## src/rtl/fpu_fcsr.sv

```systemverilog
// FPU control/status register: sticky accrued flags, dynamic rounding mode, CSR access port.
// Optional trap-enable register and trap_o output when FPU_FCSR_TRAP_EN is defined.
module fpu_fcsr #(
  parameter logic [11:0] CSR_FFLAGS_ADDR = 12'h001,
  parameter logic [11:0] CSR_FRM_ADDR    = 12'h002,
  parameter logic [11:0] CSR_FCSR_ADDR   = 12'h003,
  parameter logic [2:0]  RESET_FRM       = 3'b000
) (
  input  logic        clk_i,
  input  logic        rst_ni,
  input  logic        flags_valid_i,
  input  logic        invalid_i,
  input  logic        div_zero_i,
  input  logic        overflow_i,
  input  logic        underflow_i,
  input  logic        inexact_i,
  input  logic        csr_req_i,
  output logic        csr_ready_o,
  input  logic [1:0]  csr_op_i,
  input  logic [11:0] csr_addr_i,
  input  logic [31:0] csr_wdata_i,
  output logic        csr_rvalid_o,
  output logic [31:0] csr_rdata_o,
  output logic        csr_err_o,
  input  logic [2:0]  instr_rm_i,
  output logic [2:0]  rm_o,
  output logic        rm_invalid_o,
  output logic [4:0]  fflags_o
`ifdef FPU_FCSR_TRAP_EN
  ,
  output logic        trap_o
`endif
);

  localparam int unsigned FLAGS_W = 5;
  localparam int unsigned FRM_W   = 3;
  localparam int unsigned FIELD_W = FRM_W + FLAGS_W;
  localparam int unsigned DATA_W  = 32;

  typedef enum logic {IDLE, RESP} state_e;

  function automatic logic [FIELD_W-1:0] apply_op(input logic [1:0]         op,
                                                  input logic [FIELD_W-1:0] old,
                                                  input logic [FIELD_W-1:0] wd);
    case (op)
      2'b01:   apply_op = wd;
      2'b10:   apply_op = old | wd;
      2'b11:   apply_op = old & ~wd;
      default: apply_op = old;
    endcase
  endfunction

  state_e               state_q;
  logic [FLAGS_W-1:0]   fflags_q, fflags_d, fflags_csr_c, incoming_c;
  logic [FRM_W-1:0]     frm_q, frm_d;
  logic                 ready_q, rvalid_q, err_q;
  logic [DATA_W-1:0]    rdata_q;
  logic                 accept_c, err_c;
  logic [FIELD_W-1:0]   old_c, res_c;
  logic                 unused_wdata_c;

`ifdef FPU_FCSR_TRAP_EN
  localparam logic [11:0] CSR_TRAP_EN_ADDR = 12'h800;
  logic [FLAGS_W-1:0]   te_q, te_d;
  logic                 trap_q;
`endif

  assign unused_wdata_c = ^csr_wdata_i[DATA_W-1:FIELD_W];
  assign accept_c       = csr_req_i & ready_q;
  assign incoming_c     = flags_valid_i ?
                          {invalid_i, div_zero_i, overflow_i, underflow_i, inexact_i} : '0;

  // Address decode and op application; hardware flags are OR-ed in after the CSR result.
  always_comb begin
    old_c        = '0;
    res_c        = '0;
    err_c        = 1'b0;
    fflags_csr_c = fflags_q;
    frm_d        = frm_q;
`ifdef FPU_FCSR_TRAP_EN
    te_d         = te_q;
`endif
    if (csr_addr_i == CSR_FFLAGS_ADDR) begin
      old_c = FIELD_W'(fflags_q);
      res_c = apply_op(csr_op_i, old_c, FIELD_W'(csr_wdata_i[FLAGS_W-1:0]));
      if (accept_c) fflags_csr_c = res_c[FLAGS_W-1:0];
    end else if (csr_addr_i == CSR_FRM_ADDR) begin
      old_c = FIELD_W'(frm_q);
      res_c = apply_op(csr_op_i, old_c, FIELD_W'(csr_wdata_i[FRM_W-1:0]));
      if (accept_c) frm_d = res_c[FRM_W-1:0];
    end else if (csr_addr_i == CSR_FCSR_ADDR) begin
      old_c = {frm_q, fflags_q};
      res_c = apply_op(csr_op_i, old_c, csr_wdata_i[FIELD_W-1:0]);
      if (accept_c) {frm_d, fflags_csr_c} = res_c;
`ifdef FPU_FCSR_TRAP_EN
    end else if (csr_addr_i == CSR_TRAP_EN_ADDR) begin
      old_c = FIELD_W'(te_q);
      res_c = apply_op(csr_op_i, old_c, FIELD_W'(csr_wdata_i[FLAGS_W-1:0]));
      if (accept_c) te_d = res_c[FLAGS_W-1:0];
`endif
    end else begin
      err_c = 1'b1;
    end
    fflags_d = fflags_csr_c | incoming_c;
  end

  // Register file plus IDLE/RESP access sequencing.
  always_ff @(posedge clk_i or negedge rst_ni) begin
    if (!rst_ni) begin
      state_q  <= IDLE;
      fflags_q <= '0;
      frm_q    <= RESET_FRM;
      ready_q  <= 1'b1;
      rvalid_q <= 1'b0;
      rdata_q  <= '0;
      err_q    <= 1'b0;
`ifdef FPU_FCSR_TRAP_EN
      te_q     <= '0;
      trap_q   <= 1'b0;
`endif
    end else begin
      fflags_q <= fflags_d;
      frm_q    <= frm_d;
`ifdef FPU_FCSR_TRAP_EN
      te_q     <= te_d;
      trap_q   <= |(incoming_c & te_q);
`endif
      case (state_q)
        IDLE: begin
          if (accept_c) begin
            state_q  <= RESP;
            ready_q  <= 1'b0;
            rvalid_q <= 1'b1;
            rdata_q  <= DATA_W'(old_c);
            err_q    <= err_c;
          end
        end
        default: begin
          state_q  <= IDLE;
          ready_q  <= 1'b1;
          rvalid_q <= 1'b0;
        end
      endcase
    end
  end

  assign csr_ready_o  = ready_q;
  assign csr_rvalid_o = rvalid_q;
  assign csr_rdata_o  = rdata_q;
  assign csr_err_o    = err_q;
  assign fflags_o     = fflags_q;
  assign rm_o         = (instr_rm_i == 3'b111) ? frm_q : instr_rm_i;
  assign rm_invalid_o = rm_o[2] & (rm_o[1] | rm_o[0]);
`ifdef FPU_FCSR_TRAP_EN
  assign trap_o       = trap_q;
`endif

endmodule

```

## config.mk

```make
export PLATFORM = sky130hd
export DESIGN_NAME = fpu_fcsr
export DESIGN_NICKNAME = d
export VERILOG_FILES = /design/src/rtl/fpu_fcsr.sv
export SDC_FILE = /design/constraint.sdc
export NUM_CORES = 1
export LEC_CHECK = 0
export ABC_AREA = 0
export CORE_ASPECT_RATIO = 1.4
export CORE_MARGIN = 2
export CORE_UTILIZATION = 32
export DETAILED_ROUTE_END_ITERATION = 7
export PLACE_DENSITY = 0.87
export SYNTH_ARGS = -nofsm -noshare
export SYNTH_HDL_FRONTEND = slang
export SYNTH_SLANG_ARGS = --single-unit
```

## constraint.sdc

```tcl
create_clock -name clk_i -period 1.56 [get_ports clk_i]
set_clock_uncertainty 0.15 [all_clocks]
set_input_delay 0.39 -clock clk_i [delete_from_list [all_inputs] [get_ports clk_i]]
set_output_delay 0.39 -clock clk_i [all_outputs]
set_load 0.01 [all_outputs]
```

# Word level (Yosys, flattened, before mapping)

Index checks and enable logic that the tools add are counted.

Equality and inequality tests: 9
Mux-type cells: 26
Bitwise operators: 15
Reduce and logical (&&, ||, !) cells: 5

Operators with widths:

| operator                                        | count |
|---|---|
| 2-to-1 mux 5 bit                                | 6 |
| == test 12 x 2 -> 1 bit (second input constant) | 2 |
| 2-to-1 mux 8 bit                                | 3 |
| one-hot mux 8 bit (3 select lines)              | 1 |
| 2-to-1 mux 3 bit                                | 5 |
| one-hot mux 5 bit (3 select lines)              | 1 |
| == test 12 x 1 -> 1 bit (second input constant) | 1 |
| bitwise OR 5 bit                                | 2 |
| 2-to-1 mux 1 bit                                | 9 |
| one-hot mux 3 bit (3 select lines)              | 1 |
| AND 8 bit                                       | 1 |
| inverter 8 bit                                  | 1 |
| bitwise OR 8 bit                                | 1 |
| AND 5 bit                                       | 1 |
| inverter 5 bit                                  | 1 |
| AND reduction 5 bit                             | 1 |
| == test 2 bit (second input constant)           | 2 |
| != test 2 bit (second input constant)           | 2 |
| nonzero test 2 bit                              | 2 |
| AND 3 bit                                       | 1 |
| == test 3 bit (second input constant)           | 1 |
| inverter 3 bit                                  | 1 |
| bitwise OR 3 bit                                | 1 |
| nonzero test 3 bit                              | 1 |
| other kinds (5)                                 | 7 |

Register bits: 20
Input port bits: 58
Output and inout bits: 44

# Logic depth before layout (Yosys ltp)

Depth after elaboration: 8
Depth in mapped cells: 7
Depth with buffers taken out: 6

# Worst setup path after synthesis

No wires, ideal clock.

Path type: input to register
From: in csr_op_i[0]
To: reg fflags_q[0] (netlist: fflags_o[0])
Data arrival time: 1391 ps
Data required time: 1277 ps
Path slack: -113 ps
Stages: 6
Path through: inv_1 > ha_1 > and4b_1 > and4_1 > a221oi_1 > a21oi_1

Word-level cells in the longest chain between the ends: 7

Ends and longest elaborated chain:

| what                                                           | line | RTL |
|---|---|---|
| start: declaration                                             | 19   | `input logic [1:0] csr_op_i,` |
| == test 2 bit / == test 2 x 1 -> 1 bit (equally long branches) | 45   | `case (op)` |
| one-hot mux 8 bit (3 select lines)                             | 45   |  |
| 2-to-1 mux 5 bit                                               | 94   | `if (accept_c) {frm_d, fflags_csr_c} = res_c;` |
| 2-to-1 mux 5 bit                                               | 91   | `end else if (csr_addr_i == CSR_FCSR_ADDR) begin` |
| 2-to-1 mux 5 bit                                               | 87   | `end else if (csr_addr_i == CSR_FRM_ADDR) begin` |
| 2-to-1 mux 5 bit (*)                                           | 83   | `if (csr_addr_i == CSR_FFLAGS_ADDR) begin` |
| bitwise OR 5 bit (*)                                           | 104  | `fflags_d = fflags_csr_c \| incoming_c;` |
| named net fflags_d[0]                                          | 54   | `logic [FLAGS_W-1:0] fflags_q, fflags_d, fflags_csr_c, incoming_c;` |
| end signal: assignment                                         | 122  | `fflags_q <= fflags_d;` |
| end: declaration                                               | 54   |  |

Mark *: on every way through the listed nets, which the timed path passes. The rest lies on a longest branch.
A chain may end at the register's enable or synchronous reset.

# Final worst setup path

From: reg frm_q[1]
To: out rm_invalid_o

Word-level cells in the longest chain between the ends: 3

Ends and longest elaborated chain:

| what                     | line | RTL |
|---|---|---|
| start: declaration       | 55   | `logic [FRM_W-1:0] frm_q, frm_d;` |
| start signal: assignment | 123  | `frm_q <= frm_d;` |
| 2-to-1 mux 3 bit         | 152  | `assign rm_o = (instr_rm_i == 3'b111) ? frm_q : instr_rm_i;` |
| bitwise OR 1 bit         | 153  | `assign rm_invalid_o = rm_o[2] & (rm_o[1] \| rm_o[0]);` |
| AND 1 bit                | 153  |  |
| end: declaration         | 27   | `output logic rm_invalid_o,` |

Every way passes these cells.

==> results.ini <==
[status]
status=complete, but fails checks
failed_checks=setup timing

[global_route]
grt_pass1_vias=1409
grtUsageTotal_pct=16.8
overflow=0
grt_max_degree=21
grt_pass1_wl_mm=6.56
antenna_found_initial=0

[synth]
synth_seq_cells=20
ys.flop_type=dfrtp_1
synth_warnings=0
syn_inst=167
synthesis.area_um2=1450
yosysUniqueCellTypes=37
synth_area_leader_cell=dfrtp_1
synth-edff-count=0
yosysSeqAreaShare_pct=34.6
synthTopCellsByArea=dfrtp_1, buf_4, nand2_1, a221oi_1, ha_1
syn_area_per_cell_um2=8.68
ys_top_cells_by_count=buf_4, nand2_1, dfrtp_1
synth_top_area_share_pct=32.8
yosysMostFrequentCell=buf_4
async_flop_share_pct=100

[sta]
fin_crit_sh_pct=107
maxSlewViolCount=0
setup_slack_ns=-0.116
min_period_ns=1.68
hold_viol_final=0
max_freq_ghz=0.597
setup-tns-final_ns=-0.182
setup_viol=5
rsz0062_at_grt=true
holdWs_ns=0.319

[die]
die_h_um=83.7
start_util_pct=32.5
coreArea_um2=4460
ioPinCount=102
die-area_um2=5090
rows=29
die_w_um=60.9

[cells_and_area]
fillers=416
fin_area_um2=2360
syn2layout_area_growth_pct=62.7
fin_util_pct=52.9
antenna_cells=0
drive_above_1_share_pct=35.2
fin_cells=315
fin_nets=316

[setup_path]
max_stage_delay_ns=0.39
cp-end-kind=primary output
cp_data_arrival_time_ns=1.14
cp_common_cell=o21a_1
cp_slowest_cell=dfrtp_1
path_class=flip-flop to primary output
cp-start-kind=flip-flop
path_max_fanout=2
required_ns=1.02
rrSetupSlack_ns=0
cp_cell_sequence=o21a_1, o21a_1, buf_2

[clock_tree]
cts_buffer_depth=2
cts_made_buffers=3
clock_latency_ns=0.26
cts.clk_slew.worst_paths_ns=0.08
htreeDepth=1
cts.sinks=20
cts_hold_buf=0
cts_tree=yes
cts_root_buf=clkbuf_8

[placement]
dp_slack_ns=-0.775
dpl_cell_area_um2=2150
port_buffers=53
place_congestion=0.876
hpwl_mm=3.14
dp_cells=301

[routing]
vias_per_cell=4.83
ant_nets=0
post_drt_wl_per_cell_um=13.9
dr_total_vias=1521
route.detailed.drc=0
drt_iter0_drc=50
drt_first_pass_iters=4
wl_mm=4.39

[run]
cap_violations=0

[pwr]
max-vdd-ir-drop_mv=0.247
leakage_nw=1.09
powerDensity_nw_per_um2=515
p_total_mw=1.22

[hold_path]
hold_path_class=primary input to async pin

[sequential cells by signal (all words and copies together), names as in the netlist]
register / count
csr_ready_o: 1
csr_rvalid_o: 1
csr_err_o: 1
csr_rdata_o: 8
fflags_o: 5
state_q: 1
frm_q: 3
[cell usage in the layout (no fill, tap or decap), types with 4 or more instances in the layout]
cell and count:
a21oi_1 9, buf_2 8, buf_4 35, buf_6 4, clkbuf_8 4, clkdlybuf4s50_1 15
conb_1 24, dfrtp_1 19, dlygate4sd2_1 19, nand2_1 18, nand3_1 4, nor2_1 7
o21a_1 4, o21ai_0 7, o21ai_1 5
[layout make-up]
class	instances	area, µm²	area share [%]
multi-input cells	134	948	40.2
repair buffers	90	756	32.0
flip-flops and latches	20	502	21.3
well taps	62	77.6	3.29
clock buffers	4	55.1	2.33
inverters	5	21.3	0.901
[worst max-delay path: cells and delay by family, from the launching register on]
| kind | cells | cell delay [ns] |
|---|---|---|
| flip-flops | 1 | 0.39 |
| AO/OA/AOI/OAI | 2 | 0.36 |
| buffers and inverters | 1 | 0.13 |
[power by group]
part	total, mW	leakage, nW	switching [mW]	internal, mW
clock network	0.405	0.0288	0.180	0.225
registers	0.518	0.250	0.000000227	0.518
logic	0.293	0.809	0.148	0.145
[layer usage]
layer / GRT usage, % / routed length [µm]
met5: 0 / 0
met2: 30.5 / 2420
met4: 6.52 / 94
met3: 1.86 / 265
met1: 19.0 / 1620
[worst paths after layout]
check | cells past startpoint | to | startpoint
setup reg to reg | 4 | fflags_o[3]$_DFF_PN0_ | csr_ready_o$_DFFE_PN1P_
min in group clk_i | 2 | csr_rdata_o[4]$_DFFE_PN0P_ | csr_rdata_o[4]$_DFFE_PN0P_
hold / removal | 2 | csr_rvalid_o$_DFFE_PN0P_ | rst_ni
hold reg to reg | 2 | csr_rdata_o[4]$_DFFE_PN0P_ | csr_rdata_o[4]$_DFFE_PN0P_
max in group asynchronous | 2 | csr_ready_o$_DFFE_PN1P_ | rst_ni
setup / recovery | 3 | rm_invalid_o | frm_q[1]$_DFFE_PN0P_
[repair_timing]
item | in CTS | in global routing
resized for setup | 103 | 24
buffers inserted | 5 | 5
setup endpoints to repair | 37 | 20
pin swaps | 12 | 10
[cell families (layout without fill, tap and decap cells)]
family | count (synthesis) | after routing | synth area share [%]
AO/OA/AOI/OAI | 47 | 47 | 20.7
flip-flops | 20 | 20 | 34.6
other | 1 | 24 | 0.259
buffers and inverters | 36 | 99 | 16.3
XOR/XNOR | 3 | 3 | 1.81
AND/OR/NAND/NOR | 56 | 56 | 22.9
adder cells (fa/ha/maj) | 4 | 4 | 3.45
Power figures use the tool's default switching activity.
